## src/rtl/irq_pkg.sv

```systemverilog
// Shared constants and types for the interrupt controller.
// Register offsets, source count default, id width and FSM states.
package irq_pkg;

    localparam int unsigned NUM_SRC_DEF = 4;
    localparam int unsigned ID_W        = 2;

    localparam logic [31:0] OFF_IPEND  = 32'h0;
    localparam logic [31:0] OFF_IMASK  = 32'h4;
    localparam logic [31:0] OFF_ICAUSE = 32'h8;
    localparam logic [31:0] OFF_EOI    = 32'hC;

    typedef enum logic [1:0] {
        ST_IDLE    = 2'd0,
        ST_REQ     = 2'd1,
        ST_SERVICE = 2'd2
    } irq_state_e;

endpackage

```

## src/rtl/irq_prio_enc.sv

```systemverilog
// Fixed-priority encoder: lowest set bit wins.
// Purely combinational; idx is 0 when no bit is set.
module irq_prio_enc
    import irq_pkg::*;
#(
    parameter int unsigned N = NUM_SRC_DEF
) (
    input  logic [N-1:0]    cand,
    output logic            valid,
    output logic [ID_W-1:0] idx
);

    always_comb begin
        valid = |cand;
        idx   = '0;
        for (int i = N - 1; i >= 0; i--) begin
            if (cand[i]) begin
                idx = ID_W'(i);
            end
        end
    end

endmodule

```

## src/rtl/irq_ctrl.sv

```systemverilog
// Memory-mapped interrupt controller: edge-latched pending bits,
// mask, lowest-index priority and a non-nesting request/service FSM.
module irq_ctrl
    import irq_pkg::*;
#(
    parameter int unsigned NUM_SRC   = NUM_SRC_DEF,
    parameter logic [31:0] BASE_ADDR = 32'h4000_0020
) (
    input  logic               clk,
    input  logic               reset,
    input  logic [31:0]        Address,
    input  logic [31:0]        Write_data,
    input  logic               MemWrite,
    input  logic               MemRead,
    output logic [31:0]        Read_data,
    input  logic [NUM_SRC-1:0] irq_src,
    input  logic               cpu_ack,
    output logic               irq_out,
    output logic [ID_W-1:0]    irq_id
);

    logic [NUM_SRC-1:0] src_q, src_d;
    logic [NUM_SRC-1:0] ipend_q, ipend_d;
    logic [NUM_SRC-1:0] imask_q, imask_d;
    logic               armed_q, armed_d;
    irq_state_e         state_q, state_d;
    logic               irq_out_q, irq_out_d;
    logic [ID_W-1:0]    irq_id_q, irq_id_d;

    logic               sel_ipend, sel_imask, sel_icause, sel_eoi;
    logic               wr_ipend, wr_imask, wr_eoi;
    logic [NUM_SRC-1:0] cand;
    logic [NUM_SRC-1:0] rise;
    logic [NUM_SRC-1:0] ack_clr;
    logic               win_valid;
    logic [ID_W-1:0]    win_idx;
    logic               ack_take;
    logic               unused_wdata;

    assign unused_wdata = ^Write_data;

    assign sel_ipend  = (Address == BASE_ADDR + OFF_IPEND);
    assign sel_imask  = (Address == BASE_ADDR + OFF_IMASK);
    assign sel_icause = (Address == BASE_ADDR + OFF_ICAUSE);
    assign sel_eoi    = (Address == BASE_ADDR + OFF_EOI);

    assign wr_ipend = MemWrite && sel_ipend;
    assign wr_imask = MemWrite && sel_imask;
    assign wr_eoi   = MemWrite && sel_eoi;

    assign cand = ipend_q & imask_q;

    irq_prio_enc #(
        .N (NUM_SRC)
    ) u_prio (
        .cand  (cand),
        .valid (win_valid),
        .idx   (win_idx)
    );

    // Edges are suppressed for the first cycle after reset so a line
    // held high across reset release is not mistaken for a new event.
    always_comb begin
        src_d   = irq_src;
        armed_d = 1'b1;
        rise    = armed_q ? (irq_src & ~src_q) : '0;
    end

    assign ack_take = (state_q == ST_REQ) && cpu_ack;
    assign ack_clr  = ack_take ? (NUM_SRC'(1) << irq_id_q) : '0;

    always_comb begin
        ipend_d = ipend_q;
        if (wr_ipend) begin
            ipend_d = ipend_d & ~Write_data[NUM_SRC-1:0];
        end
        ipend_d = (ipend_d & ~ack_clr) | rise;
    end

    always_comb begin
        imask_d = imask_q;
        if (wr_imask) begin
            imask_d = Write_data[NUM_SRC-1:0];
        end
    end

    always_comb begin
        state_d  = state_q;
        irq_id_d = irq_id_q;
        unique case (state_q)
            ST_IDLE: begin
                if (win_valid) begin
                    state_d  = ST_REQ;
                    irq_id_d = win_idx;
                end
            end
            ST_REQ: begin
                if (cpu_ack) begin
                    state_d = ST_SERVICE;
                end else if (!win_valid) begin
                    state_d = ST_IDLE;
                end else begin
                    irq_id_d = win_idx;
                end
            end
            ST_SERVICE: begin
                if (wr_eoi) begin
                    state_d = ST_IDLE;
                end
            end
            default: begin
                state_d = ST_IDLE;
            end
        endcase
        irq_out_d = (state_d == ST_REQ);
    end

    always_ff @(posedge clk or posedge reset) begin
        if (reset) begin
            src_q     <= '0;
            ipend_q   <= '0;
            imask_q   <= '0;
            armed_q   <= 1'b0;
            state_q   <= ST_IDLE;
            irq_out_q <= 1'b0;
            irq_id_q  <= '0;
        end else begin
            src_q     <= src_d;
            ipend_q   <= ipend_d;
            imask_q   <= imask_d;
            armed_q   <= armed_d;
            state_q   <= state_d;
            irq_out_q <= irq_out_d;
            irq_id_q  <= irq_id_d;
        end
    end

    assign irq_out = irq_out_q;
    assign irq_id  = irq_id_q;

    always_comb begin
        Read_data = '0;
        if (MemRead) begin
            unique case (1'b1)
                sel_ipend:  Read_data = 32'(ipend_q);
                sel_imask:  Read_data = 32'(imask_q);
                sel_icause: Read_data = 32'(irq_id_q);
                default:    Read_data = '0;
            endcase
        end
    end

endmodule

```

## config.mk

```make
export PLATFORM = sky130hd
export DESIGN_NAME = irq_ctrl
export DESIGN_NICKNAME = d
export VERILOG_FILES = /design/src/rtl/irq_pkg.sv /design/src/rtl/irq_prio_enc.sv /design/src/rtl/irq_ctrl.sv
export SDC_FILE = /design/constraint.sdc
export NUM_CORES = 1
export LEC_CHECK = 0
export BUFFER_PORTS_ARGS = -buffer_cell sky130_fd_sc_hd__buf_2
export CAP_MARGIN = 25
export CELL_PAD_IN_SITES_DETAIL_PLACEMENT = 0
export CELL_PAD_IN_SITES_GLOBAL_PLACEMENT = 1
export CORE_AREA = 2 2 53 104
export CTS_CLUSTER_DIAMETER = 60
export DETAILED_ROUTE_END_ITERATION = 7
export DIE_AREA = 0 0 55 106
export HOLD_SLACK_MARGIN = 0.06
export PLACE_DENSITY = 0.74
export SYNTH_ARGS = -nofsm -noshare
export SYNTH_HDL_FRONTEND = slang
export SYNTH_SLANG_ARGS = --single-unit
```

## constraint.sdc

```tcl
create_clock -name clk -period 1.6 [get_ports clk]
set_input_delay 0.16 -clock clk [delete_from_list [all_inputs] [get_ports clk]]
set_output_delay 0.16 -clock clk [all_outputs]
set_load 0.005 [all_outputs]
```

**Yosys cells after proc, flatten, opt, wreduce, memory -nomap -nowiden**

Index checks and enable logic that the tools add are counted.

- Register bits after elaboration: 18
- Bits of input ports: 73
- Output and inout bits: 35
- Logic and storage cells: 49

- Equal/unequal tests: 8
- Shifts and indexed selects: 1
- Multiplexer cells: 17
- Bitwise operators: 8
- Reduce and logical (&&, ||, !) cells: 8

Operator list:

| kind | count |
|---|---|
| $eq A32 B31 Y1 const B | 4 |
| $mux W32 | 1 |
| $mux W2 | 10 |
| $and A4 B4 Y4 | 4 |
| $mux W4 | 3 |
| $not A4 Y4 | 3 |
| $pmux W4 S3 | 1 |
| $pmux W2 S3 | 1 |
| $eq A2 B1 Y1 const B | 2 |
| $logic_and A1 B1 Y1 | 4 |
| $or A4 B4 Y4 | 1 |
| $pmux W2 S2 | 1 |
| $reduce_or A4 Y1 | 1 |
| $shl A1 B2 Y4 const A | 1 |
| $eq A2 B2 Y1 const B | 1 |
| $logic_not A2 Y1 | 1 |
| $ne A2 B2 Y1 const B | 1 |
| $reduce_and A2 Y1 | 1 |
| $reduce_bool A2 Y1 | 1 |

**Logic depth before layout (Yosys ltp)**

Gate-level depths: netlist (run 1).

- Depth after elaboration: 8
- Mapped depth: 5
- Mapped depth without buffers: 4

**By module**

From an unflattened synthesis (run 1), not the netlist that was laid out.

- Cells, all modules: 122
- Area total of the unflattened synthesis: 1179.9 um2

Modules (own cells, without submodules):

| module | times used | cells each | area each (um2) | seq. area each (um2) |
|---|---|---|---|---|
| irq_ctrl | 1 | 115 | 1144.8 | 450.4 |
| irq_prio_enc | 1 | 7 | 35.0 | 0.0 |

**Worst setup path before layout (run 1)**

No wires, ideal clock.

- Path type: input -> register
- Start point: input port Address[7]
- End point: register imask_q[0]
- Setup time: 0.125 ns
- Arrival time: 1.409 ns
- Data required time: 1.475 ns
- Setup slack: 0.066 ns
- Cell stages on the path: 4
- Path buffers: 0
- Path through: nor4b_2 > nand4_4 > nor4_4 > mux2_4

- Word-level cells in the longest chain between the ends: 2

Ends and longest elaborated chain:

| element | line | text |
|---|---|---|
| start: declaration | irq_ctrl.sv:11 | `input logic [31:0] Address,` |
| $eq A32 B31 Y1 | irq_ctrl.sv:43 | `assign sel_imask = (Address == BASE_ADDR + OFF_IMASK);` |
| $logic_and A1 B1 Y1 | irq_ctrl.sv:48 | `assign wr_imask = MemWrite && sel_imask;` |
| end signal: assignment | irq_ctrl.sv:130 | `imask_q <= imask_d;` |
| end: declaration | irq_ctrl.sv:24 | `logic [NUM_SRC-1:0] imask_q, imask_d;` |

No other way between the ends.
A chain may end at the register's enable or synchronous reset.

**Worst setup path after layout (run 1)**

- Start point: input port Address[20]
- End point: output port Read_data[3]

- Word-level cells in the longest chain between the ends: 3
- Elaborated cells on any way between the ends: 5
- Classes of those cells: eq/ne (3); mux (2)

Ends and longest elaborated chain:

| element | line | text |
|---|---|---|
| $eq A32 B31 Y1 (on tied branches) | irq_ctrl.sv:44, irq_ctrl.sv:42, irq_ctrl.sv:43 |  |
| $pmux W4 S3 * | irq_ctrl.sv:144 | `unique case (1'b1)` |
| $mux W32 * | irq_ctrl.sv:143 | `if (MemRead) begin` |
| end: declaration | irq_ctrl.sv:15 | `output logic [31:0] Read_data,` |

Mark *: on every way between the ends. The rest lies on a longest branch, timed or not.

==> results of run 1 <==
placed cells by master (no fill, tap or decap):
cell type	synthesis	layout
sky130_fd_sc_hd__inv_1	2	2
sky130_fd_sc_hd__buf_2	0	51
sky130_fd_sc_hd__o31ai_1	2	2
sky130_fd_sc_hd__conb_1	2	29
sky130_fd_sc_hd__nand4b_1	1	1
sky130_fd_sc_hd__nand2b_1	1	1
sky130_fd_sc_hd__o21a_1	1	1
sky130_fd_sc_hd__o22ai_1	2	2
sky130_fd_sc_hd__nand3b_1	5	5
sky130_fd_sc_hd__or2_4	0	1
sky130_fd_sc_hd__mux2_2	1	1
sky130_fd_sc_hd__nand4_4	2	2
sky130_fd_sc_hd__nor3_1	5	5
sky130_fd_sc_hd__nand2_1	8	8
sky130_fd_sc_hd__o21ai_0	8	8
sky130_fd_sc_hd__mux2i_1	4	4
sky130_fd_sc_hd__clkbuf_8	2	4
sky130_fd_sc_hd__nor3b_1	1	1
sky130_fd_sc_hd__nand3_1	1	1
sky130_fd_sc_hd__buf_4	28	5
sky130_fd_sc_hd__a21o_1	1	1
sky130_fd_sc_hd__a32oi_1	1	1
sky130_fd_sc_hd__and3_1	2	2
sky130_fd_sc_hd__nor2_1	2	2
sky130_fd_sc_hd__mux2_4	4	4
sky130_fd_sc_hd__dfrtp_1	18	18
sky130_fd_sc_hd__a22oi_1	2	2
sky130_fd_sc_hd__dlygate4sd3_1	0	5
sky130_fd_sc_hd__nor4b_2	1	2
sky130_fd_sc_hd__a21oi_1	3	3
sky130_fd_sc_hd__nor4_4	5	6
sky130_fd_sc_hd__nor4b_4	1	2
repair_timing:
item | in CTS | in global routing
hold buffers | 5 | 0
setup buffers | 0 | 2
resized for setup | 5 | 0
gates cloned | 0 | 0
endpoints found under the hold margin | 22 | 0
endpoints found under the setup margin | 2 | 2
pin swaps | 1 | 6
worst min-delay path by stage:
stage | start | end | slack [ps] | depth (start not counted)
after floorplan | reset | armed_q | 100 | 1
after detailed placement | irq_src[0] | src_q[0] | 290 | 1
after CTS | Write_data[0] | imask_q[0] | 140 | 2
after global routing | Write_data[0] | imask_q[0] | 150 | 2
final | Write_data[0] | imask_q[0] | 150 | 2
after global placement | irq_src[2] | src_q[2] | 290 | 1
metal layers:
layer / vias to the layer above / global-route usage [%] / routed length, microns / share of wire [%]
met3: 5 / 0.983 / 236 / 8.0
met2: 60 / 19.9 / 1680 / 57
met1: 502 / 8.54 / 938 / 32
li1: 499 / - / - / -
met5: - / 0 / 0 / 0
met4: 0 / 6.10 / 74 / 2.5
metrics by stage:
stage	area (sq um)	util, %	setup TNS (ps)	hold WS, ps
CTS	1650	32.4	0	144
floorplan	1400	-	0	98.6
global placement	1510	29.7	-301	285
detailed placement	1510	29.7	-549	288
global route	1670	32.7	-10.7	146
finish	1670	32.7	0	152
power breakdown:
part | leakage (nW) | internal [mW] | switching (mW)
sequential | 0.219 | 0.462 | 0.00263
combinational | 0.548 | 0.0681 | 0.0822
clock | 0.0288 | 0.219 | 0.150
total | 0.796 | 0.749 | 0.235
cells by family (layout without fill, tap and decap cells):
kind of cell,Yosys count,count (layout),synth area share [%]
buffers and inverters,32,67,18.9
other,2,29,0.578
multiplexers,9,9,8.57
flip-flops,18,18,34.6
AO/OA/AOI/OAI,20,20,9.34
AND/OR/NAND/NOR,39,39,28.0
sequential cells by signal (all words and copies together), names as in the netlist:
signal   count
armed_q      1
ipend_q      4
state_q      2
src_q        4
imask_q      4
irq_id       2
irq_out      1
cell type report:
type	instances	area [sq um]	share of cell area, %
Multi-Input combinational cell	97	738	44.3
Clock buffer	4	55.1	3.30
Sequential cell	18	450	27.0
Inverter	2	7.51	0.450
Tap cell	58	72.6	4.35
Timing Repair Buffer	61	343	20.6
==> impl_metrics.tcl, run 1 <==
set metrics [dict create \
    post-place-cells 229 \
    crit_path_start_kind "input port" \
    slew_headroom_pct 53.2 \
    dr_total_vias 1066 \
    setup.worst_path.start "Address[20]" \
    report.final.setup_viol 0 \
    layout_fillers 537 \
    layout-area-overhead-vs-synth_pct 28.2 \
    globalRouteOverflowTotal 0 \
    critical-path-max-stage-delay_ps 320 \
    post_route_cells_drive_above_1_share_pct 42.9 \
    die_y_microns 106 \
    worst_setup_path_end_kind "output pin" \
    grt_pass1_wl_microns 4150 \
    place_hpwl_microns 2410 \
    nets 256 \
    synth-async-reset-ratio_pct 100 \
    timing.critical_path.max_delay_family "simple AND/OR/NAND/NOR gates" \
    i_o_buffers 51 \
    synth-seq-cells 18 \
    grt_use_total_pct 10.1 \
    rsz0062_at_grt "true" \
    register_area_share_after_synthesis_pct 34.6 \
    worstReg2RegStart "imask_q[2]" \
    synth_area_leader_cell "sky130_fd_sc_hd__dfrtp_1" \
    areal_power_density_over_the_cells_mw_per_mm2 590 \
    critPathRequiredTime_ps 1440 \
    setup.worst_path.class "in2out" \
    path_depth 6 \
    synth_enable_flop_cells 0 \
    most_frequent_cells_after_synthesis "sky130_fd_sc_hd__buf_4 (28), sky130_fd_sc_hd__dfrtp_1 (18), sky130_fd_sc_hd__nand2_1 (8), sky130_fd_sc_hd__o21ai_0 (8)" \
    timing.final.hold_violations 0 \
    design.die.area_sq_mm 0.00583 \
    maxCapViolations 0 \
    die_width_microns 55 \
    critical_path.endpoint "Read_data[3]" \
    netlist_top_cells_area "sky130_fd_sc_hd__dfrtp_1 (35%), sky130_fd_sc_hd__buf_4 (16%), sky130_fd_sc_hd__nor4_4 (8.2%)" \
    gp_congestion 0.778 \
    slew_violations 0 \
    cpMaxStageDelayCell "sky130_fd_sc_hd__nor4_4" \
    tritoncts_num_sinks 18 \
    clock_tree.buffer_depth 2 \
    htree_num_levels 1 \
    final_period_minus_worst_setup_slack_ps 1540 \
    cts_tree "done" \
    power.leakage_nw 0.796 \
    first_global_vias 980 \
    final.setup_skew_ps 2.81 \
    peak_ir_drop_on_the_vdd_network_mv 0.269 \
    drt-pass1-iter-count 4 \
    final_cell_count_no_fill 240 \
    io-pin-count 108 \
    clk_root_buffer_cell "sky130_fd_sc_hd__clkbuf_8" \
    detail_route.vias_per_cell 4.44 \
    worstHoldPathType "in2reg" \
    synth_flop_cell "sky130_fd_sc_hd__dfrtp_1" \
    floorplan.initialDensity_pct 25.5 \
    synth_top_area_share_pct 34.6 \
    antenna_cells 0 \
    wl_per_cell_microns 12.2 \
    timing_worst_slew_pin_value_ps 701 \
    synthesis.area_per_instance_sq_um 10.8 \
    detail_route.iter0.violations 11 \
    r2r_cells 3 \
    regToRegSetupSlack_ps 300 \
    synthDistinctLibCells 32 \
    clkLatencyLatePin_ps 250 \
    worstPathMaxFanout 3 \
    worst_ep_arrival_time_ps 1380 \
    grt_antenna_before_repair 0 \
    crit_chain "buf_2, nor4_4, nand4_4, or2_4, nor4b_2, buf_2" \
    rr_endpoint "irq_id[0]" \
    final_routed_wirelength_microns 2930 \
    max_clock_freq_ghz 0.650 \
    detailedPlace.worstSlack_ps -121 \
    post_synth_inst_count 120 \
    cts-buffers-inserted 3 \
    grt_start_max_net_pins 19 \
    total_power_draw_mw 0.983 \
    num_rows 37 \
    number_of_buffers_and_inverters_on_the_critical_path 2 \
    syn_area_sq_mm 0.00130 \
    finalWorstSetupSlack_ps 62.6 \
    part_of_the_cycle_the_worst_path_needs_pct 96.1 \
    clkTransAtPathRegs_ps 70 \
    outcome "finished clean" \
    placeableCoreArea_sq_mm 0.00509 \
    number_of_drc_violations_after_detailed_routing 0 \
    final_antenna_net_count 0 \
    synthesis.yosys.warnings 0 \
    yosys.cell_count.top_type "sky130_fd_sc_hd__buf_4" \
    critical-path-top-cell-by-count "sky130_fd_sc_hd__buf_2" \
]
(Power assumes the default switching activity.)
==> inputs of run 2 (changes only) <==
--- a/config.mk
+++ b/config.mk
@@ -5,7 +5,7 @@
 export SDC_FILE = /design/constraint.sdc
 export NUM_CORES = 1
 export LEC_CHECK = 0
-export BUFFER_PORTS_ARGS = -buffer_cell sky130_fd_sc_hd__buf_2
+export BUFFER_PORTS_ARGS = -buffer_cell sky130_fd_sc_hd__buf_4
 export CAP_MARGIN = 25
 export CELL_PAD_IN_SITES_DETAIL_PLACEMENT = 0
 export CELL_PAD_IN_SITES_GLOBAL_PLACEMENT = 1
==> constraint.sdc (replaced) <==
create_clock -name clk -period 1.6 [get_ports clk]
set_input_delay 0.08 -clock clk [delete_from_list [all_inputs] [get_ports clk]]
set_output_delay 0.08 -clock clk [all_outputs]
set_load 0.005 [all_outputs]
==> impl_metrics.tcl, run 2 (synthesis gave the netlist of run 1 again) <==
set metrics [dict create \
    rr_endpoint "irq_id[0]" \
    cpMaxStageDelayCell "sky130_fd_sc_hd__or2_2" \
    htree_num_levels 1 \
    final_period_minus_worst_setup_slack_ps 1480 \
    number_of_drc_violations_after_detailed_routing 0 \
    grt_use_total_pct 10.7 \
    drt-pass1-iter-count 3 \
    floorplan.initialDensity_pct 25.5 \
    hold-worst-slack_ps 69.8 \
    antenna_cells 0 \
    post_route_cells_drive_above_1_share_pct 42.2 \
    cts_tree "done" \
    rsz0062_at_grt "false" \
    areal_power_density_over_the_cells_mw_per_mm2 569 \
    grt_pass1_wl_microns 4530 \
    worstHoldPathType "in2reg" \
    placeableCoreArea_sq_mm 0.00509 \
    tritoncts_num_sinks 18 \
    timing_worst_slew_pin_value_ps 700 \
    design.die.area_sq_mm 0.00583 \
    clock_tree.buffer_depth 2 \
    critical-path-top-cell-by-count "sky130_fd_sc_hd__buf_4" \
    slew_headroom_pct 53.3 \
    maxCapViolations 0 \
    part_of_the_cycle_the_worst_path_needs_pct 92.6 \
    timing.setup.tns_ps 0 \
    peak_ir_drop_on_the_vdd_network_mv 0.235 \
    critical_path.endpoint "Read_data[2]" \
    worst_ep_arrival_time_ps 1400 \
    wl_per_cell_microns 12.1 \
    die_y_microns 106 \
    mostFrequentLayoutCells "sky130_fd_sc_hd__buf_4 (54), sky130_fd_sc_hd__conb_1 (29), sky130_fd_sc_hd__dfrtp_1 (18), sky130_fd_sc_hd__nand2_1 (8), sky130_fd_sc_hd__o21ai_0 (8)" \
    io-pin-count 108 \
    gp_congestion 0.793 \
    clk_root_buffer_cell "sky130_fd_sc_hd__clkbuf_8" \
    timing.final.hold_violations 0 \
    critical-path-max-stage-delay_ps 350 \
    i_o_buffers 51 \
    post_cts_buffers 0 \
    num_rows 37 \
    final_antenna_net_count 0 \
    mostFrequentLayoutCell "sky130_fd_sc_hd__buf_4" \
    grt_start_max_net_pins 19 \
    worst_setup_path_end_kind "output pin" \
    final.setup_skew_ps 1.24 \
    worstPathMaxFanout 3 \
    detail_route.vias_per_cell 4.34 \
    crit_chain "buf_4, nor4b_4, nand4_4, or2_2, nor4b_2, buf_4" \
    setup.worst_path.class "in2out" \
    max_clock_freq_ghz 0.675 \
    regToRegSetupSlack_ps 280 \
    cts-buffers-inserted 3 \
    crit_path_start_kind "input port" \
    post-place-cells 229 \
    nets 254 \
    globalRouteOverflowTotal 0 \
    r2r_cells 3 \
    place_hpwl_microns 2480 \
    detail_route.iter0.violations 22 \
    layout-area-overhead-vs-synth_pct 36.7 \
    first_global_vias 1051 \
    power.leakage_nw 0.824 \
    worstReg2RegStart "imask_q[2]" \
    clkTransAtPathRegs_ps 70 \
    largestRegisters "imask_q: 4 flops, ipend_q: 4 flops, src_q: 4 flops" \
    clkLatencyLatePin_ps 250 \
    die_width_microns 55 \
    dr_total_vias 1033 \
    setup.worst_path.start "Address[28]" \
    critPathRequiredTime_ps 1520 \
    final_cell_count_no_fill 238 \
    grt_antenna_before_repair 0 \
    layout_fillers 547 \
    final_routed_wirelength_microns 2890 \
    report.final.setup_viol 0 \
    outcome "finished clean" \
    slew_violations 0 \
]
run 2: power breakdown:
group / leakage, nW / internal, mW / switching (mW) / total (mW)
Sequential: 0.219 / 0.462 / 0.00256 / 0.464
Clock: 0.0288 / 0.219 / 0.148 / 0.366
Combinational: 0.576 / 0.0985 / 0.0815 / 0.180
Total: 0.824 / 0.779 / 0.232 / 1.01
run 2: how the worst min path moves through the flow:
stage	from	end	slack, ps	cells after the start
CTS	Write_data[0]	imask_q[0]	70	2
floorplan	reset	armed_q	20	1
global route	Write_data[0]	imask_q[0]	60	2
finish	Write_data[0]	imask_q[0]	70	2
detailed placement	irq_src[3]	src_q[3]	200	1
global placement	irq_src[2]	src_q[2]	200	1
run 2: metrics by stage:
| stage | instance area, sq um | utilization, % | power (mW) | worst slack [ps] |
|---|---|---|---|---|
| 2_1_floorplan | 1400 | - | 0.584 | 146 |
| 3_3_place_gp | 1640 | 32.2 | 0.636 | 20.5 |
| 3_5_place_dp | 1640 | 32.2 | 0.639 | 8.64 |
| 4_1_cts | 1750 | 34.3 | 1.02 | 6.77 |
| 5_1_grt | 1780 | 34.9 | 1.05 | 18.4 |
| 6_report | 1780 | 34.9 | 1.01 | 118 |
run 2: cell type report:
type	count	area, sq um	share of cell area, %
clock buffer	4	55.1	3.10
inverter	2	7.51	0.423
multi-input combinational	97	736	41.4
sequential	18	450	25.4
tap	58	72.6	4.08
timing repair buffer	59	455	25.6
run 2: worst max-delay path: cells and delay by family:
kind                   cells  cell delay [ps]
and+or+nand+nor            4             1050
buffers and inverters      2              270
run 2: repair_timing:
item,4_1_cts,5_1_grt
hold buffers,5,0
endpoints found under the hold margin,22,0
gates resized for setup,0,4
setup endpoints to repair,0,2
run 2: metal layers:
layer / share of wire, % / GRT usage (%) / routed length [microns] / up-vias
met5: 0 / 0 / 0 / -
met4: 3.0 / 5.57 / 88 / 0
met3: 8.6 / 0.983 / 249 / 8
met2: 59 / 21.2 / 1690 / 58
met1: 30 / 9.34 / 859 / 470
li1: - / - / - / 497
==> inputs of run 3 (changes only) <==
--- a/config.mk
+++ b/config.mk
@@ -5,7 +5,7 @@
 export SDC_FILE = /design/constraint.sdc
 export NUM_CORES = 1
 export LEC_CHECK = 0
-export BUFFER_PORTS_ARGS = -buffer_cell sky130_fd_sc_hd__buf_4
+export BUFFER_PORTS_ARGS = -buffer_cell sky130_fd_sc_hd__buf_2
 export CAP_MARGIN = 25
 export CELL_PAD_IN_SITES_DETAIL_PLACEMENT = 0
 export CELL_PAD_IN_SITES_GLOBAL_PLACEMENT = 1
==> impl_metrics.tcl, run 3 (synthesis gave the netlist of run 1 again) <==
set metrics [dict create \
    worst_setup_path_end_kind "output pin" \
    setup.worst_path.class "in2out" \
    mostFrequentLayoutCell "sky130_fd_sc_hd__buf_2" \
    drt-pass1-iter-count 4 \
    grt_start_max_net_pins 19 \
    die_width_microns 55 \
    io-pin-count 108 \
    worstHoldPathType "in2reg" \
    mostFrequentLayoutCells "sky130_fd_sc_hd__buf_2 (51), sky130_fd_sc_hd__conb_1 (29), sky130_fd_sc_hd__dfrtp_1 (18), sky130_fd_sc_hd__nand2_1 (8), sky130_fd_sc_hd__o21ai_0 (8)" \
    final_antenna_net_count 0 \
    nets 254 \
    first_global_vias 973 \
    rsz0062_at_grt "false" \
    instance_area_after_placement_sq_mm 0.00151 \
    post_cts_buffers 0 \
    clk_root_buffer_cell "sky130_fd_sc_hd__clkbuf_8" \
    final_cell_count_no_fill 238 \
    slew_violations 0 \
    placeableCoreArea_sq_mm 0.00509 \
    maxCapViolations 0 \
    finalWorstSetupSlack_ps 94.4 \
    final.setup_skew_ps 3.16 \
    clock_tree.buffer_depth 2 \
    detailedPlace.worstSlack_ps -0.628 \
    part_of_the_cycle_the_worst_path_needs_pct 94.1 \
    largestRegisters "imask_q: 4 flops, ipend_q: 4 flops, src_q: 4 flops" \
    report.final.setup_viol 0 \
    grt_use_total_pct 10.1 \
    i_o_buffers 51 \
    peak_ir_drop_on_the_vdd_network_mv 0.270 \
    dr_total_vias 1046 \
    grtUsageMet1_pct 8.54 \
    cts_tree "done" \
    place_hpwl_microns 2410 \
    post-place-cells 229 \
    utilization_pct 32.3 \
    grt_antenna_before_repair 0 \
    layout_fillers 537 \
    detail_route.iter0.violations 19 \
    clkTransAtPathRegs_ps 70 \
    layout-area-overhead-vs-synth_pct 26.4 \
    crit_path_start_kind "input port" \
    critPathRequiredTime_ps 1520 \
    post_route_cells_drive_above_1_share_pct 41.7 \
    die_y_microns 106 \
    tritoncts_num_sinks 18 \
    antenna_cells 0 \
    cts-buffers-inserted 3 \
    worst_ep_arrival_time_ps 1430 \
    clkLatencyLatePin_ps 260 \
    post-route-cell-area_sq_mm 0.00164 \
    floorplan.initialDensity_pct 25.5 \
    gp_congestion 0.778 \
    detail_route.vias_per_cell 4.39 \
    htree_num_levels 1 \
    seqCellArea_sq_um 450 \
    timing.final.hold_violations 0 \
    outcome "finished clean" \
    wl_per_cell_microns 12.3 \
    grt_pass1_wl_microns 4130 \
    areal_power_density_over_the_cells_mw_per_mm2 599 \
    max_clock_freq_ghz 0.664 \
    globalRouteOverflowTotal 0 \
    slew_headroom_pct 53.2 \
    final_period_minus_worst_setup_slack_ps 1510 \
    power.leakage_nw 0.785 \
    number_of_drc_violations_after_detailed_routing 0 \
    multi_input_area_sq_um 729 \
    design.die.area_sq_mm 0.00583 \
    gr-max-usage-layer "met2" \
    total_power_draw_mw 0.983 \
    global_route.usage.met3_pct 0.983 \
    final_routed_wirelength_microns 2920 \
    timing.setup.tns_ps 0 \
    num_rows 37 \
    hold-worst-slack_ps 70.9 \
    grtUsageMet2_pct 19.7 \
    worstPathMaxFanout 3 \
    timing_worst_slew_pin_value_ps 701 \
]
run 3: cell counts in the layout (fill, tap and decap cells not counted):
Identical to the previous run, type by type.
run 3: worst paths after layout:
check	from	to	slack, ps	depth (start not counted)
setup reg to reg	imask_q[2]	irq_id[0]	290	3
setup / recovery	Address[4]	Read_data[2]	90	6
hold reg to reg	src_q[2]	ipend_q[2]	420	1
max in group asynchronous	reset	ipend_q[1]	680	3
hold / removal	Write_data[0]	imask_q[0]	70	2
min in group asynchronous	reset	irq_out	470	3
run 3: what timing repair did:
item                                   in CTS  in global routing
hold buffers                                5                  0
gates resized for setup                     0                  3
setup endpoints to repair                   0                  2
endpoints found under the hold margin      22                  0
run 3: area by class of cell:
class	count	area share (%)
clock buffers	4	3.35
multi-input cells	97	44.4
well taps	58	4.42
inverters	2	0.457
repair buffers	59	20.0
flip-flops and latches	18	27.4
run 3: per-layer routing:
metal,vias to the layer above,share of wire (%)
met2,60,57
met1,484,32
li1,497,-
met4,0,2.6
met3,5,7.9
met5,-,0
run 3: worst max-delay path, cell delays in order:
cell	delay, ps
sky130_fd_sc_hd__buf_2	110
sky130_fd_sc_hd__nor4_4	320
sky130_fd_sc_hd__nand4_4	160
sky130_fd_sc_hd__or2_2	350
sky130_fd_sc_hd__nor4b_1	240
sky130_fd_sc_hd__buf_2	160
run 3: report_power, final:
part,switching [mW],internal [mW]
logic,0.0817,0.0680
registers,0.00259,0.462
clock network,0.151,0.219
